## config.mk

```make
export PLATFORM = sky130hd
export DESIGN_NAME = dmaster_stream_arbiter
export DESIGN_NICKNAME = d
export VERILOG_FILES = /design/src/rtl/dmaster_stream_arbiter.sv
export SDC_FILE = /design/constraint.sdc
export NUM_CORES = 1
export LEC_CHECK = 0
export ABC_AREA = 0
export ABC_CLOCK_PERIOD_IN_PS = 2600
export BUFFER_PORTS_ARGS = -buffer_cell sky130_fd_sc_hd__buf_2
export CAP_MARGIN = 20
export CELL_PAD_IN_SITES_DETAIL_PLACEMENT = 1
export CELL_PAD_IN_SITES_GLOBAL_PLACEMENT = 1
export CORE_ASPECT_RATIO = 0.5
export CORE_MARGIN = 2
export CORE_UTILIZATION = 31
export CTS_BUF_LIST = sky130_fd_sc_hd__clkbuf_8
export DETAILED_ROUTE_END_ITERATION = 12
export HOLD_SLACK_MARGIN = 0.03
export PLACE_DENSITY_LB_ADDON = 0.1
export SYNTH_ARGS = -nofsm -noshare
export SYNTH_HDL_FRONTEND = slang
export SYNTH_SLANG_ARGS = --single-unit
```

## constraint.sdc

```tcl
create_clock -name clk -period 2.6 [get_ports clk]
set_input_delay 0.13 -clock clk [delete_from_list [all_inputs] [get_ports clk]]
set_output_delay 0.13 -clock clk [all_outputs]
set_load 0.005 [all_outputs]
```

## src/rtl/dmaster_stream_arbiter.sv

```systemverilog
// Round-robin, packet-locked arbiter muxing NUM_IN byte streams onto one Avalon-ST channel.
// Latency: 1 cycle arbitration (IDLE->LOCK), then 1 cycle per beat into the registered output stage.
// Backpressure: owner's in_ready follows output-stage-free; output beat held while out_valid & !out_ready.
module dmaster_stream_arbiter #(
    parameter int NUM_IN      = 2,
    parameter int MAX_PKT_LEN = 256
) (
    input  logic                  clk,
    input  logic                  reset_n,
    input  logic [NUM_IN-1:0]     in_valid,
    input  logic [8*NUM_IN-1:0]   in_data,
    input  logic [NUM_IN-1:0]     in_sop,
    input  logic [NUM_IN-1:0]     in_eop,
    output logic [NUM_IN-1:0]     in_ready,
    output logic                  out_valid,
    output logic [7:0]            out_data,
    output logic                  out_sop,
    output logic                  out_eop,
    input  logic                  out_ready,
    output logic [NUM_IN-1:0]     grant,
    output logic                  err_len,
    output logic                  err_stray
);

    localparam int IW = (NUM_IN > 1) ? $clog2(NUM_IN) : 1;
    localparam int CW = $clog2(MAX_PKT_LEN + 1);

    typedef enum logic {IDLE, LOCK} state_t;

    typedef struct packed {
        logic       sop;
        logic       eop;
        logic [7:0] dat;
    } beat_t;

    state_t              state, state_n;
    logic [NUM_IN-1:0]   grant_n;
    logic [IW-1:0]       last_grant, last_grant_n;
    logic [CW-1:0]       cnt, cnt_n;
    logic                out_vld, out_vld_n;
    beat_t               out_beat, out_beat_n;
    logic                err_len_n, err_stray_n;
    logic [NUM_IN-1:0]   ready_c;

    logic [NUM_IN-1:0]   sop_req;
    logic                found;
    logic [IW-1:0]       win_idx, cand;
    logic [IW-1:0]       owner_idx;
    beat_t               sel_beat;
    logic                out_free;
    logic                wd_hit;

    assign sop_req  = in_valid & in_sop;
    assign out_free = !out_vld || out_ready;
    assign wd_hit   = (cnt == CW'(MAX_PKT_LEN - 1));

    // Search starts one past the last owner so every requester gets a turn.
    always_comb begin : p_arb
        found   = 1'b0;
        win_idx = '0;
        cand    = '0;
        for (int k = 1; k <= NUM_IN; k++) begin
            cand = IW'((int'(last_grant) + k) % NUM_IN);
            if (!found && sop_req[cand]) begin
                found   = 1'b1;
                win_idx = cand;
            end
        end
    end

    always_comb begin : p_sel
        owner_idx = '0;
        sel_beat  = '0;
        for (int i = 0; i < NUM_IN; i++) begin
            if (grant[i]) begin
                owner_idx = IW'(i);
                sel_beat  = '{sop: in_sop[i], eop: in_eop[i], dat: in_data[8*i +: 8]};
            end
        end
    end

    always_comb begin : p_next
        state_n      = state;
        grant_n      = grant;
        last_grant_n = last_grant;
        cnt_n        = cnt;
        out_vld_n    = out_vld && !out_ready;
        out_beat_n   = out_beat;
        err_len_n    = 1'b0;
        err_stray_n  = 1'b0;
        ready_c      = '0;
        case (state)
            IDLE: begin
                // Non-SOP beats arriving with no owner are orphans; drop them.
                ready_c     = in_valid & ~in_sop;
                err_stray_n = |ready_c;
                if (found) begin
                    grant_n = NUM_IN'(1) << win_idx;
                    state_n = LOCK;
                end
            end
            LOCK: begin
                ready_c = grant & {NUM_IN{out_free}};
                if (|(ready_c & in_valid)) begin
                    out_vld_n  = 1'b1;
                    out_beat_n = sel_beat;
                    cnt_n      = cnt + CW'(1);
                    if (sel_beat.eop || wd_hit) begin
                        out_beat_n.eop = 1'b1;
                        err_len_n      = wd_hit && !sel_beat.eop;
                        grant_n        = '0;
                        last_grant_n   = owner_idx;
                        cnt_n          = '0;
                        state_n        = IDLE;
                    end
                end
            end
            default: state_n = IDLE;
        endcase
    end

    // Gated by reset so nothing is acknowledged while the block is held in reset.
    assign in_ready = ready_c & {NUM_IN{reset_n}};

    always_ff @(posedge clk or negedge reset_n) begin
        if (!reset_n) begin
            state      <= IDLE;
            grant      <= '0;
            last_grant <= IW'(NUM_IN - 1);
            cnt        <= '0;
            out_vld    <= 1'b0;
            out_beat   <= '0;
            err_len    <= 1'b0;
            err_stray  <= 1'b0;
        end else begin
            state      <= state_n;
            grant      <= grant_n;
            last_grant <= last_grant_n;
            cnt        <= cnt_n;
            out_vld    <= out_vld_n;
            out_beat   <= out_beat_n;
            err_len    <= err_len_n;
            err_stray  <= err_stray_n;
        end
    end

    assign out_valid = out_vld;
    assign out_data  = out_beat.dat;
    assign out_sop   = out_beat.sop;
    assign out_eop   = out_beat.eop;

endmodule

```

==> flow_metrics.py <==
metrics = {
    "status": {
        "outcome": "finished, final reports clean",
    },
    "critical_path": {
        "ff2ff_setup_slack_ns": 0.21,
        "path_max_fanout": 5,
        "r2r_cells": 8,
        "r2r_end": "cnt[5]$_DFFE_PN0P_",
        "arrival_ns": 2.59,
        "startpoint_type": "flop",
        "crit_type": "reg2reg",
        "r2r-start": "cnt[0]$_DFFE_PN0P_",
        "worstSetupEndpointType": "flop",
        "required_ns": 2.80,
    },
    "final_layout": {
        "final_util_pct": 41.49,
        "drive_gt1_share_pct": 32.02,
        "nNetsFinal": 206,
        "largest_reg_flops": 9,
        "top_register": "cnt",
        "syn_to_final_growth_pct": 28.18,
        "num_antenna_cells": 0,
    },
    "drt": {
        "drc": 0,
        "dr.pass1.iters": 4,
        "viasPerCell": 5.043,
        "wirelength_um": 3289,
        "wire_per_inst_um": 14.18,
        "dr.first_iter.drc_count": 55,
        "vias": 1170,
        "antenna_left": 0,
    },
    "logic_synthesis": {
        "synth_top_area_cell": "dfrtp_1",
        "synth_compound_area_share_pct": 21.58,
        "yosys-mux-area-fraction_pct": 0.8867,
        "synthTopCellsByArea": "dfrtp_1 49%, nor2_1 7.1%, a221oi_1 6.2%",
        "synth_edf_count": 0,
        "synth_xor_area_share_pct": 0,
        "yosysSeqAreaShare_pct": 51.33,
        "synthFlopType": "dfrtp_1",
        "synth_cell_types": 29,
        "synth_fp_nets": 159,
        "synthAdderAreaFrac_pct": 1.970,
        "synth_area_per_cell_sq_um": 9.621,
        "synth_cells": 132,
        "synth_top_family_by_area": "compound AO/OA/AOI/OAI gates",
        "syn_area_sq_um": 1270,
        "synth_top_area_share_pct": 49.26,
        "ys_seq_elements": 26,
        "yosys.area_share.simple_pct": 20.20,
        "synthArstFlopShare_pct": 100.0,
        "yosysWarnings": 0,
    },
    "timing": {
        "rsz0062_at_grt": "no",
        "fin_skew_ns": 0.005753,
        "setup_viol": 0,
        "finalHoldViolations": 0,
        "period_share_pct": 91.76,
        "slew_headroom_pct": 72.56,
        "drv_slew": 0,
        "tightest_slew_ns": 0.4117,
        "setup_slack_ns": 0.2142,
        "period_needed_ns": 2.386,
        "fmax_mhz": 419.1,
        "setup_tns_ns": 0,
    },
    "global_routing": {
        "antenna_found_initial": 0,
        "grt_pass1_wl_um": 5602,
        "grt_pass1_vias": 1177,
        "gr-usage-all-layers_pct": 15.46,
        "grt_max_degree": 24,
        "overflow": 0,
    },
    "clocking": {
        "root_buffer": "clkbuf_8",
        "cts.clk_slew.worst_paths_ns": 0.09,
        "cts_max_level": 1,
        "cts_buffers": 3,
        "clock_path_buffers": 2,
        "clk_latency_ns": 0.27,
        "cts_tree": "done",
        "cts_resized": 0,
        "cts.sinks": 26,
    },
    "floorplanning": {
        "ios": 42,
        "die_x_um": 94.52,
        "row_count": 16,
        "start_util_pct": 32.37,
        "die_y_um": 49.26,
        "core-area_sq_um": 3924,
        "dieArea_sq_um": 4656,
    },
    "run": {
        "maxCapViolCount": 0,
    },
    "place": {
        "io_buffer_count": 41,
        "place.gp.congestion": 0.7687,
        "place_hpwl_um": 2496,
        "pre_cts_ws_ns": 0.1385,
    },
    "worst_hold_path": {
        "min_path_cells": 2,
        "hold_path_class": "in2reg",
        "holdPathEnd": "err_len$_DFF_PN0_",
        "hp-start": "in_eop[0]",
    },
    "power_and_ir_drop": {
        "power.density_nw_per_um2": 984.8,
        "vdd_drop_max_v": 0.0003522,
        "power.leakage_uw": 0.0007952,
    },
}
-- timing repair --
action	4_1_cts	5_1_grt
hold endpoints to repair	25	0
buffers inserted	0	1
hold buffers	1	0
setup endpoints to repair	0	1
-- cells in the mapped netlist (all sizes together), types with 3 or more instances --
cell    number
dfrtp       25
and3         5
a221oi      10
nand3        7
buf          4
o21ai       12
nor2        24
a22o         7
inv          3
nand2        6
nor2b        4
clkbuf       4
a21oi        4
nand2b       3
-- stage by stage --
step | total power, uW | area, sq um | hold WS, ns | cells
after floorplan | 1065 | 1270 | -0.1656 | 132
after global placement | 1328 | 1555 | -0.03611 | 226
after detailed placement | 1354 | 1555 | -0.03464 | 226
after CTS | 1625 | 1620 | 0.06329 | 231
after global routing | 1770 | 1628 | 0.07492 | 232
final | 1603 | 1628 | 0.07150 | 232
-- worst max-delay path by stage --
stage	from	endpoint	slack, ns	cells after the start
3_3_place_gp	cnt[0]$_DFFE_PN0P_	cnt[5]$_DFFE_PN0P_	0.20	8
4_1_cts	cnt[0]$_DFFE_PN0P_	cnt[5]$_DFFE_PN0P_	0.11	8
2_1_floorplan	cnt[0]$_DFFE_PN0P_	cnt[5]$_DFFE_PN0P_	0.30	8
3_5_place_dp	cnt[0]$_DFFE_PN0P_	cnt[5]$_DFFE_PN0P_	0.14	8
6_report	cnt[0]$_DFFE_PN0P_	cnt[5]$_DFFE_PN0P_	0.21	8
5_1_grt	cnt[0]$_DFFE_PN0P_	cnt[5]$_DFFE_PN0P_	0.08	8
-- report_power, final --
part	switching, uW	total [uW]	internal [uW]
clock	130	265	136
combinational	343	649	306
sequential	129	689	560
-- critical path, cell delays in order (launching register included) --
cell	delay [ns]
dfrtp_1	0.42
ha_1	0.23
and3_1	0.20
and3_1	0.20
and3_1	0.18
ha_1	0.21
a221o_1	0.29
or4_1	0.50
o21ai_1	0.09
-- area by class of cell --
cell class	instances	area (sq um)
clock buffer	4	55.05
timing repair buffer	50	275.3
tap	54	67.56
inverter	3	11.26
fill	481	2296
multi-input combinational	95	566.8
sequential	26	651.9
-- per-layer routing --
layer	up-vias	share of wire (%)	GRT usage [%]
met5	-	0	0
li1	572	-	-
met3	2	5.4	4.637
met4	0	0.40	2.174
met2	22	46	26.31
met1	574	48	20.00
-- cell families after synthesis --
family,after synthesis
compound gates,38
fa+ha+maj,2
buf+inv,11
flops,26
mux,1
simple gates,54
-- cells in the final DEF, fill, tap and decap left out, types with 4 or more instances in the layout --
cell type / Yosys / layout
a21oi_1: 4 / 4
a221oi_1: 9 / 9
a22o_1: 7 / 7
and3_1: 5 / 5
buf_2: 2 / 41
buf_4: 2 / 8
clkbuf_8: 0 / 4
dfrtp_1: 25 / 25
nand2_1: 6 / 6
nand3_1: 7 / 7
nor2_1: 24 / 24
o21ai_0: 11 / 11
(Power assumes the default switching activity.)
